`src/rtl/enc8to3_pend_pkg.sv`:
```
// rtl/enc8to3_pend_pkg.sv - shared constants and state type for the pending-request encoder
package enc_pkg;

  localparam int N_REQ = 8;
  localparam int IDX_W = 3;

  typedef enum logic {
    ST_IDLE = 1'b0,
    ST_HOLD = 1'b1
  } state_t;

endpackage

```
`src/rtl/enc8to3_pend_prio.sv`:
```
// rtl/enc8to3_pend_prio.sv - rotating-start priority search over a request vector
// Search order is base-1, base-2, ... wrapping, base last; base=0 gives highest-index-first.
module enc_prio
  import enc_pkg::*;
#(
  parameter int N = N_REQ,
  parameter int W = $clog2(N)
) (
  input  logic [N-1:0] vec,
  input  logic [W-1:0] base,
  output logic [W-1:0] idx,
  output logic         any
);

  logic [W-1:0] w_pos;

  // Walk from lowest to highest precedence so the last hit is the winner.
  always_comb begin
    idx   = '0;
    w_pos = '0;
    any   = |vec;
    for (int i = 0; i < N; i++) begin
      w_pos = base + W'(i);
      if (vec[w_pos]) idx = w_pos;
    end
  end

endmodule

```
`src/rtl/enc8to3_pend.sv`:
```
// rtl/enc8to3_pend.sv - pending-request 8-to-3 encoder serving one index per valid/ready handshake
// Define ENC_ROUND_ROBIN_EN for rotating priority; default is fixed highest-index priority.
module enc8to3_pend
  import enc_pkg::*;
#(
  parameter int N = N_REQ,
  localparam int W = $clog2(N)
) (
  input  logic         clk,
  input  logic         rst,
  input  logic         en,
  input  logic [N-1:0] in,
  output logic [W-1:0] out,
  output logic         out_vld,
  input  logic         out_rdy,
  output logic [N-1:0] pend,
  output logic         dup
);

  state_t       r_state;
  logic [W-1:0] r_out;
  logic [N-1:0] r_pend;
  logic         r_dup;

  logic [N-1:0] w_req;
  logic [N-1:0] w_cand;
  logic [W-1:0] w_sel;
  logic         w_any;
  logic [W-1:0] w_base;
  logic [N-1:0] w_sel_mask;

  assign w_req      = en ? in : '0;
  assign w_cand     = r_pend | w_req;
  assign w_sel_mask = N'(1) << w_sel;

  enc_prio #(.N(N), .W(W)) u_prio (
    .vec  (w_cand),
    .base (w_base),
    .idx  (w_sel),
    .any  (w_any)
  );

`ifdef ENC_ROUND_ROBIN_EN
  logic [W-1:0] r_last;

  // The pointer follows every index loaded onto out.
  always_ff @(posedge clk or posedge rst) begin
    if (rst) begin
      r_last <= '0;
    end else if (w_any && (r_state == ST_IDLE || out_rdy)) begin
      r_last <= w_sel;
    end
  end

  assign w_base = r_last;
`else
  assign w_base = '0;
`endif

  always_ff @(posedge clk or posedge rst) begin
    if (rst) begin
      r_state <= ST_IDLE;
      r_out   <= '0;
      r_pend  <= '0;
      r_dup   <= 1'b0;
    end else begin
      r_dup <= |(w_req & r_pend);
      case (r_state)
        ST_IDLE: begin
          if (w_any) begin
            r_out   <= w_sel;
            r_pend  <= w_cand & ~w_sel_mask;
            r_state <= ST_HOLD;
          end else begin
            r_pend  <= w_cand;
          end
        end
        ST_HOLD: begin
          if (!out_rdy) begin
            r_pend <= w_cand;
          end else if (w_any) begin
            r_out  <= w_sel;
            r_pend <= w_cand & ~w_sel_mask;
          end else begin
            r_pend  <= w_cand;
            r_state <= ST_IDLE;
          end
        end
        default: begin
          r_state <= ST_IDLE;
        end
      endcase
    end
  end

  assign out     = r_out;
  assign out_vld = (r_state == ST_HOLD);
  assign pend    = r_pend;
  assign dup     = r_dup;

endmodule

```
`config.mk`:
```
export PLATFORM = sky130hd
export DESIGN_NAME = enc8to3_pend
export DESIGN_NICKNAME = d
export VERILOG_FILES = /design/src/rtl/enc8to3_pend_pkg.sv /design/src/rtl/enc8to3_pend_prio.sv /design/src/rtl/enc8to3_pend.sv
export SDC_FILE = /design/constraint.sdc
export NUM_CORES = 1
export LEC_CHECK = 0
export BUFFER_PORTS_ARGS = -buffer_cell sky130_fd_sc_hd__buf_2
export CORE_ASPECT_RATIO = 0.9
export CORE_MARGIN = 2
export CORE_UTILIZATION = 56
export DETAILED_ROUTE_END_ITERATION = 10
export PLACE_DENSITY = 0.8
export SLEW_MARGIN = 10
export SYNTH_ARGS = -nofsm -noshare
export SYNTH_HDL_FRONTEND = slang
export SYNTH_HIERARCHICAL = 1
export SYNTH_SLANG_ARGS = --single-unit
export TNS_END_PERCENT = 30
```
`constraint.sdc`:
```
create_clock -name clk -period 2.9 [get_ports clk]
set_input_delay 0.145 -clock clk [delete_from_list [all_inputs] [get_ports clk]]
set_output_delay 0.145 -clock clk [all_outputs]
set_load 0.01 [all_outputs]
```
; After elaboration in Yosys (flattened, before gate mapping)
; Cells that the tools add are included.
[totals]
input_bits = 12
ff_bits = 13
word_cells = 30
output_inout_bits = 13
[op_classes]
eq_ne = 1
reduce_logical = 2
n_bitwise = 5
n_shift = 1
n_mux = 17
[ops]
columns = operator, n
row1 = $mux W8, 3
row2 = $mux W3, 6
row3 = $and A8 B8 Y8, 2
row4 = $pmux W8 S2, 1
row5 = $reduce_or A8 Y1, 2
row6 = $not A8 Y8, 1
row7 = $or A8 B8 Y8, 1
row8 = $shl A1 B3 Y8 const A, 1
row9 = $pmux W3 S2, 1
row10 = $mux W2, 2
row11 = $mux W1, 3
row12 = $ne A2 B2 Y1 const B, 1
row13 = $pmux W1 S2, 1
row14 = $not A1 Y1, 1

; Depth between registers and ports, before layout
[logic_depth]
depth_word = 15
depth_mapped = 13
depth_no_buf = 10

; By module
; The synthesis kept the hierarchy.
[by_module_without_submodules]
columns = module, cells_per_inst, n_inst, area_each_um2
row1 = enc_prio, 99, 1, 795.8
row2 = enc8to3_pend, 52, 1, 634.4

; Worst setup path before layout
; Ideal clock, no wire load.
[synth_timing]
path_type = reg2reg
from = register r_pend[7] (netlist: pend[7])
to = register r_pend[2] (netlist: pend[2])
path_buffers = 0
stages_incl_launch_ff = 9
t_arrival_ps = 2399
t_required_ps = 2770
setup_slack_ps = 371
path_cell_list = dfrtp_1 > a21oi_1 > inv_1 > mux4_1 > mux2i_1 > o211ai_1 > o21ai_1 > nor2b_1 > a21boi_1
[synth_between]
elab_chain_cells = 8
word_cells_on_any_way = 9
classes_between = shift: 1 / mux: 4 / bitwise: 3 / reduce/logical: 1
[synth_lines]
columns = element, line
row1 = "start, declared", enc8to3_pend.sv:22  ; logic [N-1:0] r_pend;
row2 = "start signal, assigned", enc8to3_pend.sv:72  ; r_pend <= w_cand & ~w_sel_mask;
row3 = "start signal, assigned", enc8to3_pend.sv:75  ; r_pend <= w_cand;
row4 = "start signal, assigned", enc8to3_pend.sv:80  ; r_pend <= w_cand;
row5 = $or A8 B8 Y8 *, enc8to3_pend.sv:33  ; assign w_cand = r_pend | w_req;
row6 = via w_cand[7], enc8to3_pend.sv:26  ; logic [N-1:0] w_cand;
row7 = $mux W3 *, enc8to3_pend_prio.sv:24  ; if (vec[w_pos]) idx = w_pos;
row8 = via w_sel[1], enc8to3_pend.sv:27  ; logic [W-1:0] w_sel;
row9 = $shl A1 B3 Y8 *, enc8to3_pend.sv:34  ; assign w_sel_mask = N'(1) << w_sel;
row10 = $not A8 Y8 *, "enc8to3_pend.sv:72, enc8to3_pend.sv:83"
row11 = $and A8 B8 Y8 *, "enc8to3_pend.sv:72, enc8to3_pend.sv:83"
row12 = $mux W8 *, "enc8to3_pend.sv:70, enc8to3_pend.sv:81"
row13 = $mux W8, enc8to3_pend.sv:79  ; if (!out_rdy) begin
row14 = $pmux W8 S2 *, enc8to3_pend.sv:68  ; case (r_state)
; The timed path passes the listed nets; every way through them passes the cells marked *.
; A chain may end at the register's enable or synchronous reset.

; Worst setup path after layout
[layout_timing]
from = register r_pend[7] (netlist: pend[7])
to = register r_pend[5] (netlist: pend[5])
; The elaborated chain is that of the path after synthesis.

==> metrics.md <==
| Metric | Value |
|---|---|
| Synthesized area | `1430 sq um` |
| Number of setup violations in the final report | `0` |
| Warnings from Yosys | `6` |
| Largest fanout on the critical path | `6` |
| Boundary pin count | `25` |
| Run status | `completed` |
| Share of total power consumed by net switching | `45.4%` |
| Kind of path behind the tightest hold check | `primary input to flip-flop` |
| Overall routing resource usage | `25.0%` |
| Gates resized, CTS repair | `0` |
| Final Hold Violating Endpoints | `0` |
| Max-Cap Viols | `0` |
| Detailed placer's ending HPWL | `2590 um` |
| Count of H-tree levels built during CTS | `1` |
| Pwr Density | `755 nW/um^2` |
| Maximum number of pins on one net before global-route repair | `20` |
| Minimum clock period after layout | `2690 ps` |
| Share of power burned in registers | `about a quarter` |
| Core area | `between 2000 and 2500 sq um` |
| Critical path class | `flip-flop to flip-flop` |
| Average cell area after synthesis | `9.47 sq um` |
| CP Data Required Time | `3070 ps` |
| Simple-gate portion of the synthesized area | `15.5%` |
| Detail Route Antenna Nets | `0` |
| Unrepaired setup endpoints after global routing | `false` |
| Routed wire length per instance | `around 16 um` |
| Row Count | `17` |
| Clock Pin Slew Worst Setup and Hold Paths | `~80 ps` |
| Deepest clock path buffer count | `2` |
| Achievable clock frequency | `371 MHz` |
| Clock buffer count from CTS | `3` |
| Share of post-route cells with drive strength above 1 | `about 27%` |
| Ant diodes | `0` |
| Highest cell delay on the worst timing path | `~640 ps` |
| Number of vias per cell | `6.52` |
| Cell Chain, Critical Path | `a21oi_1 -> inv_1 -> mux4_1 -> mux2i_1 -> o21ai_0 -> o21ai_0 -> o21ai_1 -> buf_4 -> nor2b_1 -> a21boi_1` |
| Arrival @ worst endpoint | `2870 ps` |
| Adder-cell share of the synthesized area | `under 10%` |
| Critical Path Most Common Cell | `sky130_fd_sc_hd__o21ai_0` |
| Die H | `51.9 um` |
| Num Clock Sinks | `13` |
| P_sw | `0.551 mW` |
| Lkg Pwr | `0.675 nW` |
| Vias in the first global route | `about 1,300` |
| First-pass GRT wire length | `approximately 5700 um` |
| Most frequent cells in the layout | `sky130_fd_sc_hd__buf_2 (24), sky130_fd_sc_hd__nand2_1 (13), sky130_fd_sc_hd__dfrtp_1 (13)` |
| Number of enable flip-flop cells after synthesis | `0` |
| Mux contribution to synthesized area | `24.1%` |
| Floorplan die width | `57.3 um` |
| Slowest stage cell, crit path | `sky130_fd_sc_hd__mux4_1` |
| Number of antenna violations at the first check in global routing | `0` |
| Count of routing violations after the opening detailed-route iteration | `84` |
| Final Skew | `5.47 ps` |
| Most frequent standard cell in the layout excluding fill and tap cells | `sky130_fd_sc_hd__buf_2` |
| Final wirelength | `3380 um` |
| Synthesized netlist cell count | `around 150` |
| Final weighted congestion in routability-driven placement | `0.901` |
| Crit start category | `flip-flop` |
| Cell at the root of the clock tree | `sky130_fd_sc_hd__clkbuf_4` |
| DR vias | `1,350` |
| Power share of the clock group | `9.5%` |
| I/O Buffers | `24` |
| Proportion of synthesized flip-flops having asynchronous set or reset | `100%` |
| Number of flip-flops and latches in the synthesized netlist | `13` |
| Drt first pass iters | `5` |
| Leading register cell type out of synthesis | `sky130_fd_sc_hd__dfrtp_1` |
| Compound-gate portion of the synthesized area | `a little over a quarter` |
| Residual overflow from global routing | `0` |
| Peak supply drop | `approximately 0.65 mV` |
| Max transition margin | `60.5%` |
| Internal power | `~0.66 mW` |
| Register area share after synthesis | `a little under a quarter` |
| Full die area | `2970 sq um` |
| Post-layout total power | `1.21 mW` |
| Type of destination of the critical path | `flip-flop` |
| Starting utilization of the core area | `58.5%` |
| Final #Nets | `between 150 and 200` |
| Final cell count without fillers | `207` |
| Combinational family with the most area after synthesis | `compound AO/OA/AOI/OAI gates` |
| Area overhead of the layout relative to synthesis | `12.3%` |
| Final worst path period share | `92.9%` |
| Sum Neg Setup Slack | `0 ps` |
| Worst skew pair latency | `290 ps` |
| TritonCTS clock tree | `done` |
| Combinational cell fraction of total power | `between 60 and 70%` |
| Cell total after placement | `slightly above 200` |
| Post-synthesis share of cell area spent on xor and xnor gates | `under 10%` |
| Actual slew at the worst max-slew pin | `a little under 600 ps` |
| Final routed DRC violation total | `0` |
| Max-slew violation count | `0` |
| Count of unique library cells instantiated by Yosys | `between 40 and 50` |
[sequential cells by signal, indices dropped and copies added (netlist names)]
| name | flops |
|---|---|
| dup | 1 |
| out | 3 |
| out_vld | 1 |
| pend | 8 |
[power by group through the flow]
| stage | Combinational, mW | Clock [mW] | Sequential, mW |
|---|---|---|---|
| after CTS | 0.773 | 0.121 | 0.300 |
| after global routing | 0.863 | 0.128 | 0.311 |
| after global placement | 0.755 | 0 | 0.298 |
| after floorplan | 0.531 | 0 | 0.335 |
| after detailed placement | 0.768 | 0 | 0.304 |
| final | 0.798 | 0.116 | 0.300 |
[worst max-delay path: cells and delay by family, from the launching register on]
family | cells | cell delay (ps)
buffers and inverters | 2 | 300
AND/OR/NAND/NOR | 1 | 190
AO/OA/AOI/OAI | 5 | 650
flip-flops | 1 | 390
multiplexers | 2 | 1040
[metal layers]
layer,part of all wire [%],GRT usage (%),up-vias
met5,0,0,-
met4,1.7,8.53,0
met3,8.2,5.72,11
met2,46,40.0,66
met1,44,33.5,645
li1,-,-,628
[metrics by stage]
| step | setup WS, ps | util [%] | instance area [sq um] | hold WS (ps) |
|---|---|---|---|---|
| floorplan | 371 | - | 1450 | 22.0 |
| global placement | 371 | 64.1 | 1570 | 178 |
| detailed placement | 286 | 64.1 | 1570 | 194 |
| CTS | 264 | 65.7 | 1610 | 145 |
| global route | 96.3 | 65.7 | 1610 | 143 |
| finish | 206 | 65.7 | 1610 | 153 |
[cells by family (layout without fill, tap and decap cells)]
group	after synthesis	after routing
flip-flops	13	13
AND/OR/NAND/NOR	40	40
multiplexers	21	21
XOR/XNOR	4	4
adder cells (fa/ha/maj)	2	2
other	1	6
AO/OA/AOI/OAI	52	52
buffers and inverters	18	41
[path summary, 6_finish.rpt]
check / start / end / slack [ps] / cells after the start
max: pend[7] / pend[5] / 210 / 10
min: out_rdy / out_vld / 150 / 3
max reg2reg: pend[7] / pend[5] / 210 / 10
min reg2reg: out[2] / out[2] / 490 / 1
max in group asynchronous: rst / pend[0] / 2090 / 3
min in group asynchronous: rst / out[0] / 480 / 3
[cells in the mapped netlist (all sizes together), types with 6 or more instances]
master | count | share of area [%]
mux2i | 6 | 4.2
nand2 | 14 | 4.2
a21o | 8 | 4.2
mux4 | 9 | 15
a21boi | 7 | 3.7
inv | 10 | 2.6
nor2 | 10 | 2.6
mux2 | 6 | 5.2
dfrtp | 13 | 23
a21oi | 8 | 2.8
o21ai | 7 | 2.4
[area by class of cell]
cell class                      count  area (sq um)
Multi-Input combinational cell    125          1040
Inverter                           10          37.5
Fill cell                         191           840
Clock buffer                        3          22.5
Clock inverter                      1          5.00
Sequential cell                    13           325
Timing Repair Buffer               27           145
Tap cell                           28          35.0
[repair_timing]
item,CTS,global route
hold endpoints to repair,13,0
hold buffers,1,0
setup buffers,0,0
endpoints found under the setup margin,0,0
(Power assumes the default switching activity.)
